[config.mk]
export PLATFORM = sky130hd
export DESIGN_NAME = strobe_sample_source
export DESIGN_NICKNAME = d
export VERILOG_FILES = /design/src/rtl/strobe_sample_source.sv
export SDC_FILE = /design/constraint.sdc
export NUM_CORES = 1
export LEC_CHECK = 0
export BUFFER_PORTS_ARGS = -buffer_cell sky130_fd_sc_hd__buf_4
export CORE_AREA = 2 2 92 103
export CTS_CLUSTER_SIZE = 40
export DETAILED_ROUTE_END_ITERATION = 10
export DIE_AREA = 0 0 94 105
export PLACE_DENSITY = 0.86
export REMOVE_ABC_BUFFERS = 1
export SLEW_MARGIN = 20
export SYNTH_ARGS = -nofsm -noshare
export SYNTH_HDL_FRONTEND = slang
export SYNTH_SLANG_ARGS = --single-unit
[constraint.sdc]
create_clock -name clk -period 2.65 [get_ports clk]
set_input_delay 0 -clock clk [delete_from_list [all_inputs] [get_ports clk]]
set_output_delay 0 -clock clk [all_outputs]
set_load 0.01 [all_outputs]
[src/rtl/strobe_sample_source.sv]
// Strobed test-pattern source: emits a finite train of samples (impulse, step, ramp
// or square), one single-cycle strobe per sample, at a programmable strobe spacing.
module strobe_sample_source #(
    parameter int DATA_W = 10,
    parameter int DIV_W  = 8,
    parameter int LEN_W  = 8
) (
    input  logic              clk,
    input  logic              rst,
    input  logic              start,
    input  logic              abort,
    input  logic [1:0]        mode,
    input  logic [DATA_W-1:0] amplitude,
    input  logic [DIV_W-1:0]  interval,
    input  logic [LEN_W-1:0]  length,
    input  logic [LEN_W-1:0]  position,
    output logic [DATA_W-1:0] data_out,
    output logic              strobe_out,
    output logic              busy,
    output logic              done
);

    typedef enum logic [1:0] {IDLE, RUN, DONE} state_t;

    state_t              state_q, state_d;
    logic [1:0]          mode_q, mode_d;
    logic [DATA_W-1:0]   amp_q, amp_d;
    logic [DIV_W-1:0]    ivl_q, ivl_d;
    logic [LEN_W-1:0]    len_q, len_d;
    logic [LEN_W-1:0]    pos_q, pos_d;
    logic [LEN_W-1:0]    idx_q, idx_d;
    logic [DIV_W-1:0]    wait_q, wait_d;
    logic [DATA_W-1:0]   ramp_q, ramp_d;
    logic [LEN_W-1:0]    sq_cnt_q, sq_cnt_d;
    logic                sq_hi_q, sq_hi_d;
    logic [DATA_W-1:0]   data_q, data_d;
    logic                strobe_q, strobe_d;
    logic                busy_q, busy_d;
    logic                done_q, done_d;

    logic [DATA_W:0]     ramp_sum;
    logic [LEN_W-1:0]    sq_pm;
    logic [LEN_W-1:0]    in_pm;
    logic [DIV_W-1:0]    in_ivl;
    logic [DATA_W-1:0]   run_sample;

    always_comb begin
        state_d  = state_q;
        mode_d   = mode_q;
        amp_d    = amp_q;
        ivl_d    = ivl_q;
        len_d    = len_q;
        pos_d    = pos_q;
        idx_d    = idx_q;
        wait_d   = wait_q;
        ramp_d   = ramp_q;
        sq_cnt_d = sq_cnt_q;
        sq_hi_d  = sq_hi_q;
        data_d   = data_q;
        strobe_d = 1'b0;
        busy_d   = busy_q;
        done_d   = 1'b0;

        ramp_sum = {1'b0, ramp_q} + {1'b0, amp_q};
        sq_pm    = (pos_q == '0) ? LEN_W'(1) : pos_q;
        in_pm    = (position == '0) ? LEN_W'(1) : position;
        in_ivl   = (interval < DIV_W'(2)) ? DIV_W'(2) : interval;

        // Generators (ramp_q, sq_cnt_q/sq_hi_q) always describe sample idx_q.
        case (mode_q)
            2'd0:    run_sample = (idx_q == pos_q) ? amp_q : '0;
            2'd1:    run_sample = (idx_q < pos_q) ? '0 : amp_q;
            2'd2:    run_sample = ramp_q;
            default: run_sample = sq_hi_q ? amp_q : '0;
        endcase

        case (state_q)
            IDLE: begin
                if (start) begin
                    mode_d = mode;
                    amp_d  = amplitude;
                    ivl_d  = in_ivl;
                    len_d  = length;
                    pos_d  = position;
                    if (length == '0) begin
                        state_d = DONE;
                        done_d  = 1'b1;
                    end else begin
                        state_d  = RUN;
                        busy_d   = 1'b1;
                        strobe_d = 1'b1;
                        case (mode)
                            2'd2:    data_d = '0;
                            2'd3:    data_d = amplitude;
                            default: data_d = (position == '0) ? amplitude : '0;
                        endcase
                        idx_d    = LEN_W'(1);
                        wait_d   = in_ivl - DIV_W'(1);
                        ramp_d   = amplitude;
                        sq_cnt_d = (in_pm == LEN_W'(1)) ? '0 : LEN_W'(1);
                        sq_hi_d  = (in_pm != LEN_W'(1));
                    end
                end
            end
            RUN: begin
                if (abort) begin
                    state_d = IDLE;
                    busy_d  = 1'b0;
                    data_d  = '0;
                end else if (strobe_q && (idx_q == len_q)) begin
                    state_d = DONE;
                    busy_d  = 1'b0;
                    done_d  = 1'b1;
                    data_d  = '0;
                end else if (wait_q == '0) begin
                    strobe_d = 1'b1;
                    data_d   = run_sample;
                    idx_d    = idx_q + LEN_W'(1);
                    wait_d   = ivl_q - DIV_W'(1);
                    ramp_d   = ramp_sum[DATA_W] ? '1 : ramp_sum[DATA_W-1:0];
                    if (sq_cnt_q + LEN_W'(1) == sq_pm) begin
                        sq_cnt_d = '0;
                        sq_hi_d  = ~sq_hi_q;
                    end else begin
                        sq_cnt_d = sq_cnt_q + LEN_W'(1);
                    end
                end else begin
                    wait_d = wait_q - DIV_W'(1);
                end
            end
            default: begin
                state_d = IDLE;
                data_d  = '0;
            end
        endcase
    end

    always_ff @(posedge clk) begin
        if (rst) begin
            state_q  <= IDLE;
            mode_q   <= '0;
            amp_q    <= '0;
            ivl_q    <= '0;
            len_q    <= '0;
            pos_q    <= '0;
            idx_q    <= '0;
            wait_q   <= '0;
            ramp_q   <= '0;
            sq_cnt_q <= '0;
            sq_hi_q  <= 1'b0;
            data_q   <= '0;
            strobe_q <= 1'b0;
            busy_q   <= 1'b0;
            done_q   <= 1'b0;
        end else begin
            state_q  <= state_d;
            mode_q   <= mode_d;
            amp_q    <= amp_d;
            ivl_q    <= ivl_d;
            len_q    <= len_d;
            pos_q    <= pos_d;
            idx_q    <= idx_d;
            wait_q   <= wait_d;
            ramp_q   <= ramp_d;
            sq_cnt_q <= sq_cnt_d;
            sq_hi_q  <= sq_hi_d;
            data_q   <= data_d;
            strobe_q <= strobe_d;
            busy_q   <= busy_d;
            done_q   <= done_d;
        end
    end

    assign data_out   = data_q;
    assign strobe_out = strobe_q;
    assign busy       = busy_q;
    assign done       = done_q;

endmodule

### Yosys cells after proc, flatten, opt, wreduce, memory -nomap -nowiden

Index checks and enable logic that the tools add are counted.

| operators by class | value |
|---|---|
| add/subtract/negate cells | 6 |
| $lt $le $gt $ge | 2 |
| eq/ne operators | 18 |
| mux-type cells | 70 |
| bitwise logic cells | 1 |
| reduce and logical (&&, ||, !) cells | 15 |

Operators with widths:

| kind | count |
|---|---|
| 8-bit two-way mux | 19 |
| 10-bit two-way mux | 15 |
| 10-bit case mux with 2 select lines | 3 |
| 8-bit case mux with 2 select lines | 3 |
| 8-bit zero test | 4 |
| 10-bit case mux with 3 select lines | 1 |
| 8-bit == test | 3 |
| 8-bit by 1-bit subtractor with 8-bit output (second input constant) | 3 |
| 1-bit two-way mux | 20 |
| 8-bit by 1-bit adder with 8-bit output (second input constant) | 2 |
| 2-bit inequality test (second input constant) | 6 |
| 10-bit by 10-bit adder with 11-bit output | 1 |
| 8-bit by 1-bit == test with 1-bit output (second input constant) | 1 |
| 8-bit by 2-bit less-than comparator with 1-bit output (second input constant) | 1 |
| 8-bit less-than comparator | 1 |
| 2-bit two-way mux | 4 |
| 8-bit by 1-bit inequality test with 1-bit output (second input constant) | 1 |
| 1-bit case mux with 2 select lines | 4 |
| 7-bit AND reduction | 1 |
| 2-bit == test (second input constant) | 3 |
| 6-bit AND reduction | 1 |
| 5-bit AND reduction | 1 |
| 2-bit by 1-bit == test with 1-bit output (second input constant) | 2 |
| 2-bit zero test | 2 |
| 9 further kinds | 10 |

| word-level totals | value |
|---|---|
| register bits after elaboration | 86 |
| input port bits | 40 |
| output and inout port bits | 13 |
| word-level logic and storage cells | 127 |

### Longest topological paths before layout

| depth | value |
|---|---|
| depth after elaboration | 8 |
| gate-level depth with buffers | 11 |
| depth with buffers taken out | 10 |

### Least setup slack after synthesis

OpenSTA, ideal clock, no wires.

| timing path | value |
|---|---|
| kind | reg-to-reg |
| start | reg amp_q[0] |
| end | reg ramp_q[6] |
| setup time | 101 ps |
| arrival time | 2053 ps |
| required time | 2549 ps |
| slack | 496 ps |
| cell stages (with the launch flop) | 11 |
| buffers on the path | 0 |
| clock period less this slack | 2154 ps |
| path through | dfxtp_1 > ha_1 > inv_1 > fa_1 > nor2b_1 > o21a_1 > o21ai_0 > a21oi_1 > a31o_2 > a21oi_1 > o41ai_1 |

| on the way | value |
|---|---|
| word-level cells in the longest chain between the ends | 6 |

Ends and longest elaborated chain:

| item | RTL line | source |
|---|---|---|
| start, declared | 27 | `logic [DATA_W-1:0] amp_q, amp_d;` |
| start signal, assigned | 158 | `amp_q <= amp_d;` |
| 10-bit by 10-bit adder with 11-bit output | 64 | `ramp_sum = {1'b0, ramp_q} + {1'b0, amp_q};` |
| 10-bit two-way mux | 120 | `ramp_d = ramp_sum[DATA_W] ? '1 : ramp_sum[DATA_W-1:0];` |
| 10-bit two-way mux | 115 | `end else if (wait_q == '0) begin` |
| 10-bit two-way mux | 110 | `end else if (strobe_q && (idx_q == len_q)) begin` |
| 10-bit two-way mux | 106 | `if (abort) begin` |
| 10-bit case mux with 2 select lines | 77 | `case (state_q)` |
| end signal, assigned | 164 | `ramp_q <= ramp_d;` |
| end, declared | 33 | `logic [DATA_W-1:0] ramp_q, ramp_d;` |

No other way between the ends. The select of a mux whose other input is x is not followed.
A chain may end at the register's enable or synchronous reset.

### Worst setup path in the final report

| timing path | value |
|---|---|
| start | in length[1] |
| end | reg idx_q[7] |

| on the way | value |
|---|---|
| word-level cells in the longest chain between the ends | 3 |

Ends and longest elaborated chain:

| item | RTL line | source |
|---|---|---|
| start, declared | 15 | `input logic [LEN_W-1:0] length,` |
| 8-bit zero test | 85 | `if (length == '0) begin` |
| 2-bit inequality test (no source line) | - |  |
| 6-bit AND reduction (no source line) | - |  |
| end signal, assigned | 162 | `idx_q <= idx_d;` |
| end, declared | 31 | `logic [LEN_W-1:0] idx_q, idx_d;` |

No other way between the ends.

==> flow_metrics.env <==
export IMPL_outcome="finished clean"
export IMPL_ys_seq_elements=86
export IMPL_critPathRequiredTime_ps=2950
export IMPL_cts_inserted_buffers=9
export IMPL_combPwrFrac=0.238
export IMPL_fin_nets=779
export IMPL_power_density_mw_per_mm2=527
export IMPL_hold_worst_slack_ps=20.0
export IMPL_cts_clk_slew_worst_paths_ps=90
export IMPL_cap_viol_max_count=0
export IMPL_cts_tree="yes"
export IMPL_via_count=5116
export IMPL_postLayoutCellArea_sq_mm=0.00611
export IMPL_clock_sinks=86
export IMPL_grt_pass1_wl_mm=23.5
export IMPL_ys_seq_area_frac=0.336
export IMPL_ys_async_sr_fraction=0
export IMPL_dpl_cell_area_sq_mm=0.00554
export IMPL_area_delta_synth_final_pct=19.2
export IMPL_die_w_um=94
export IMPL_cp_top_family="compound AO/OA/AOI/OAI gates"
export IMPL_core_area_sq_mm=0.00878
export IMPL_drive_gt1_frac=0.154
export IMPL_antenna_found_initial=0
export IMPL_layout_setup_ws_ps=223
export IMPL_start_kind="primary input"
export IMPL_clkLatencyLatePin_ps=370
export IMPL_io_pins=53
export IMPL_synth_warnings=0
export IMPL_hold_path_class="primary input to register"
export IMPL_cts_root_buf="clkbuf_8"
export IMPL_port_buffers=52
export IMPL_tns_ps=0
export IMPL_peakVddDrop_v=0.000374
export IMPL_cts_setup_buffers=0
export IMPL_pwr_share_clk=0.307
export IMPL_reg2regPathDepth=8
export IMPL_relSlewSlack=0.209
export IMPL_tightestPinTransition_ps=1180
export IMPL_dpl_hpwl_mm=9.88
export IMPL_fin_crit_ps=2430
export IMPL_hold_path_depth=2
export IMPL_seq_area_sq_mm=0.00172
export IMPL_netlist_instances=643
export IMPL_maxSlewViolCount=0
export IMPL_grt_start_max_net_pins=39
export IMPL_p_leak_nw=2.43
export IMPL_p_int_mw=2.20
export IMPL_nFillCells=710
export IMPL_multi_input_area_sq_mm=0.00312
export IMPL_die_h_um=105
export IMPL_preCtsSetupSlack_ps=219
export IMPL_antenna_cells=0
export IMPL_setup_viol=0
export IMPL_drt_wirelength_per_cell_um=16.9
export IMPL_rsz0062_at_grt="false"
export IMPL_critical_path_class="primary input to register"
export IMPL_clock_path_buffers=2
export IMPL_swShare=0.318
export IMPL_overflow=0
export IMPL_drt_pass1_iter_count=5
export IMPL_hold_viol_final=0
export IMPL_detail_route_iter0_violations=388
export IMPL_worstPathCellList="dlygate4sd3_1, buf_4, nor4_1, a21boi_0, o211ai_1, a21o_1, o21ai_0, a21oi_1"
export IMPL_synth_area_sq_mm=0.00512
export IMPL_cp_max_fo=13
export IMPL_fmax_mhz=412
export IMPL_synth_edf_count=0
export IMPL_worst_endpoint_arrival_ps=2730
export IMPL_power_frac_seq=0.455
export IMPL_place_gp_congestion=0.903
export IMPL_cpMaxStageDelayCell="dlygate4sd3_1"
export IMPL_grt_pass1_vias=5024
export IMPL_avgViaCountPerCell=6.12
export IMPL_critPathBufInv=2
export IMPL_min_period_over_period=0.916
export IMPL_start_util=0.583
export IMPL_avgSynthCellArea_sq_um=7.97
export IMPL_clock_skew_ps=8.73
export IMPL_drc=0
export IMPL_critical_path_depth=8
export IMPL_max_stage_delay_ps=540
export IMPL_finalWirelength_mm=14.2
export IMPL_worst_setup_path_end_kind="register"
export IMPL_dieArea_sq_mm=0.00987
export IMPL_synth_cell_types=71
export IMPL_synthFlopType="dfxtp_1"
export IMPL_p_sw_mw=1.02
export IMPL_h_tree_depth=3
export IMPL_num_rows=36
export IMPL_track_usage=0.295
export IMPL_drt_antenna_violating_nets=0
-- what timing repair did --
action	in CTS	in global routing
endpoints found under the hold margin	50	0
endpoints found under the setup margin	0	1
gates resized for setup	0	2
hold buffers	35	0
-- sequential cells by signal, summed over array words and instances, names as in the netlist --
name and cells:
mode_q 2, sq_cnt_q 8, state_q 2, ramp_q 10, ivl_q 8, len_q 8
done 1, busy 1, wait_q 8, amp_q 10, pos_q 8, idx_q 8
data_out 10, sq_hi_q 1, strobe_out 1
-- logic make-up after synthesis --
logic type                 synth area share
muxes                                0.0188
AOI/OAI and AO/OA                     0.237
and+or+nand+nor                       0.243
adders and majority gates            0.0552
DFF                                   0.336
xor gates and xnor gates             0.0530
buffers and inverters                0.0569
-- path summary, 6_finish.rpt --
check	startpoint	endpoint	slack, ps
setup / recovery	length[1]	idx_q[7]	220
hold / removal	rst	idx_q[1]	20
setup reg to reg	sq_cnt_q[0]	sq_cnt_q[3]	260
hold reg to reg	ivl_q[7]	ivl_q[7]	460
-- area by class of cell --
| cell class | count | share of cell area |
|---|---|---|
| clock buffer | 11 | 0.0248 |
| clock inverter | 5 | 0.00942 |
| multi-input combinational | 500 | 0.512 |
| inverter | 21 | 0.0129 |
| sequential | 86 | 0.282 |
| tap | 114 | 0.0234 |
| timing repair buffer | 99 | 0.136 |
-- cells in the mapped netlist, drive strengths merged, types with 3 or more instances --
cell type / count / share of area
nand4: 10 / 0.013
a21o: 11 / 0.016
mux2i: 4 / 0.0078
mux2: 5 / 0.011
nor2b: 7 / 0.0085
nor4: 9 / 0.018
nor3: 15 / 0.017
a211o: 7 / 0.012
a211oi: 7 / 0.011
o31ai: 7 / 0.010
a22oi: 15 / 0.022
nor4b: 3 / 0.0051
and3: 4 / 0.0061
and2: 9 / 0.011
o211ai: 11 / 0.016
o21ai: 26 / 0.026
nor2: 47 / 0.036
nand3: 16 / 0.017
dfxtp: 86 / 0.34
a31oi: 6 / 0.0073
or3: 4 / 0.0059
o41ai: 3 / 0.0081
inv: 21 / 0.015
xnor2: 25 / 0.043
nand2b: 4 / 0.0049
ha: 21 / 0.051
buf: 15 / 0.022
xor2: 6 / 0.010
o21a: 4 / 0.0059
nand2: 115 / 0.084
a32oi: 4 / 0.0068
a21oi: 70 / 0.071
clkbuf: 21 / 0.019
-- worst reg2reg max path: stages (launching register included) --
cell and delay [ps]:
dfxtp_1 530, ha_1 400, inv_1 140, nand2_1 120, a21o_1 120, a31oi_1 130, o311a_2 470, a21o_1 210
a22o_1 170
-- metal layers --
metal  routed length, um  part of all wire  global-route usage  vias to the layer above
met2                6820              0.48               0.486                      212
met4                 378             0.027               0.128                        0
met1                5990              0.42               0.385                     2430
met3                 980             0.069              0.0353                       35
li1                    -                 -                   -                     2439
met5                   0                 0                   0                        -
-- power groups by stage --
stage	Sequential [mW]	Combinational (mW)	Clock, mW
global placement	1.49	0.680	0
global route	1.48	0.832	1.05
finish	1.46	0.764	0.988
floorplan	1.48	0.455	0
detailed placement	1.49	0.703	0
CTS	1.46	0.747	0.994
-- per-stage QoR --
| stage | util | power, mW | instances |
|---|---|---|---|
| detailed placement | 0.630 | 2.19 | 785 |
| floorplan | - | 1.93 | 607 |
| CTS | 0.694 | 3.20 | 836 |
| global route | 0.695 | 3.36 | 836 |
| global placement | 0.630 | 2.17 | 785 |
| finish | 0.695 | 3.22 | 836 |
-- placed cells by master (no fill, tap or decap), types with 3 or more instances in the layout --
master / synthesis / routed
a21oi_1: 67 / 66
o31ai_1: 7 / 7
mux2_2: 5 / 5
a22oi_1: 15 / 15
a21oi_2: 3 / 4
nor4_1: 6 / 6
a211oi_1: 6 / 6
xnor2_1: 25 / 25
nor4b_1: 3 / 3
a31oi_1: 6 / 6
nand3_1: 15 / 15
nor2_1: 46 / 46
ha_1: 21 / 21
nand4_1: 9 / 9
nand2_1: 115 / 115
o21a_1: 4 / 4
and2_1: 8 / 8
dlygate4sd3_1: 0 / 35
nand2b_1: 4 / 4
a211o_1: 7 / 7
buf_4: 3 / 64
dfxtp_1: 86 / 86
o21ai_0: 25 / 25
o211ai_1: 11 / 11
nor2b_1: 7 / 7
clkinvlp_4: 0 / 3
a32oi_1: 4 / 4
nor3_1: 13 / 13
mux2i_1: 4 / 4
clkbuf_8: 2 / 11
a21o_1: 11 / 11
or3_1: 3 / 3
xor2_1: 6 / 6
inv_1: 21 / 21
Power figures use the tool's default switching activity.
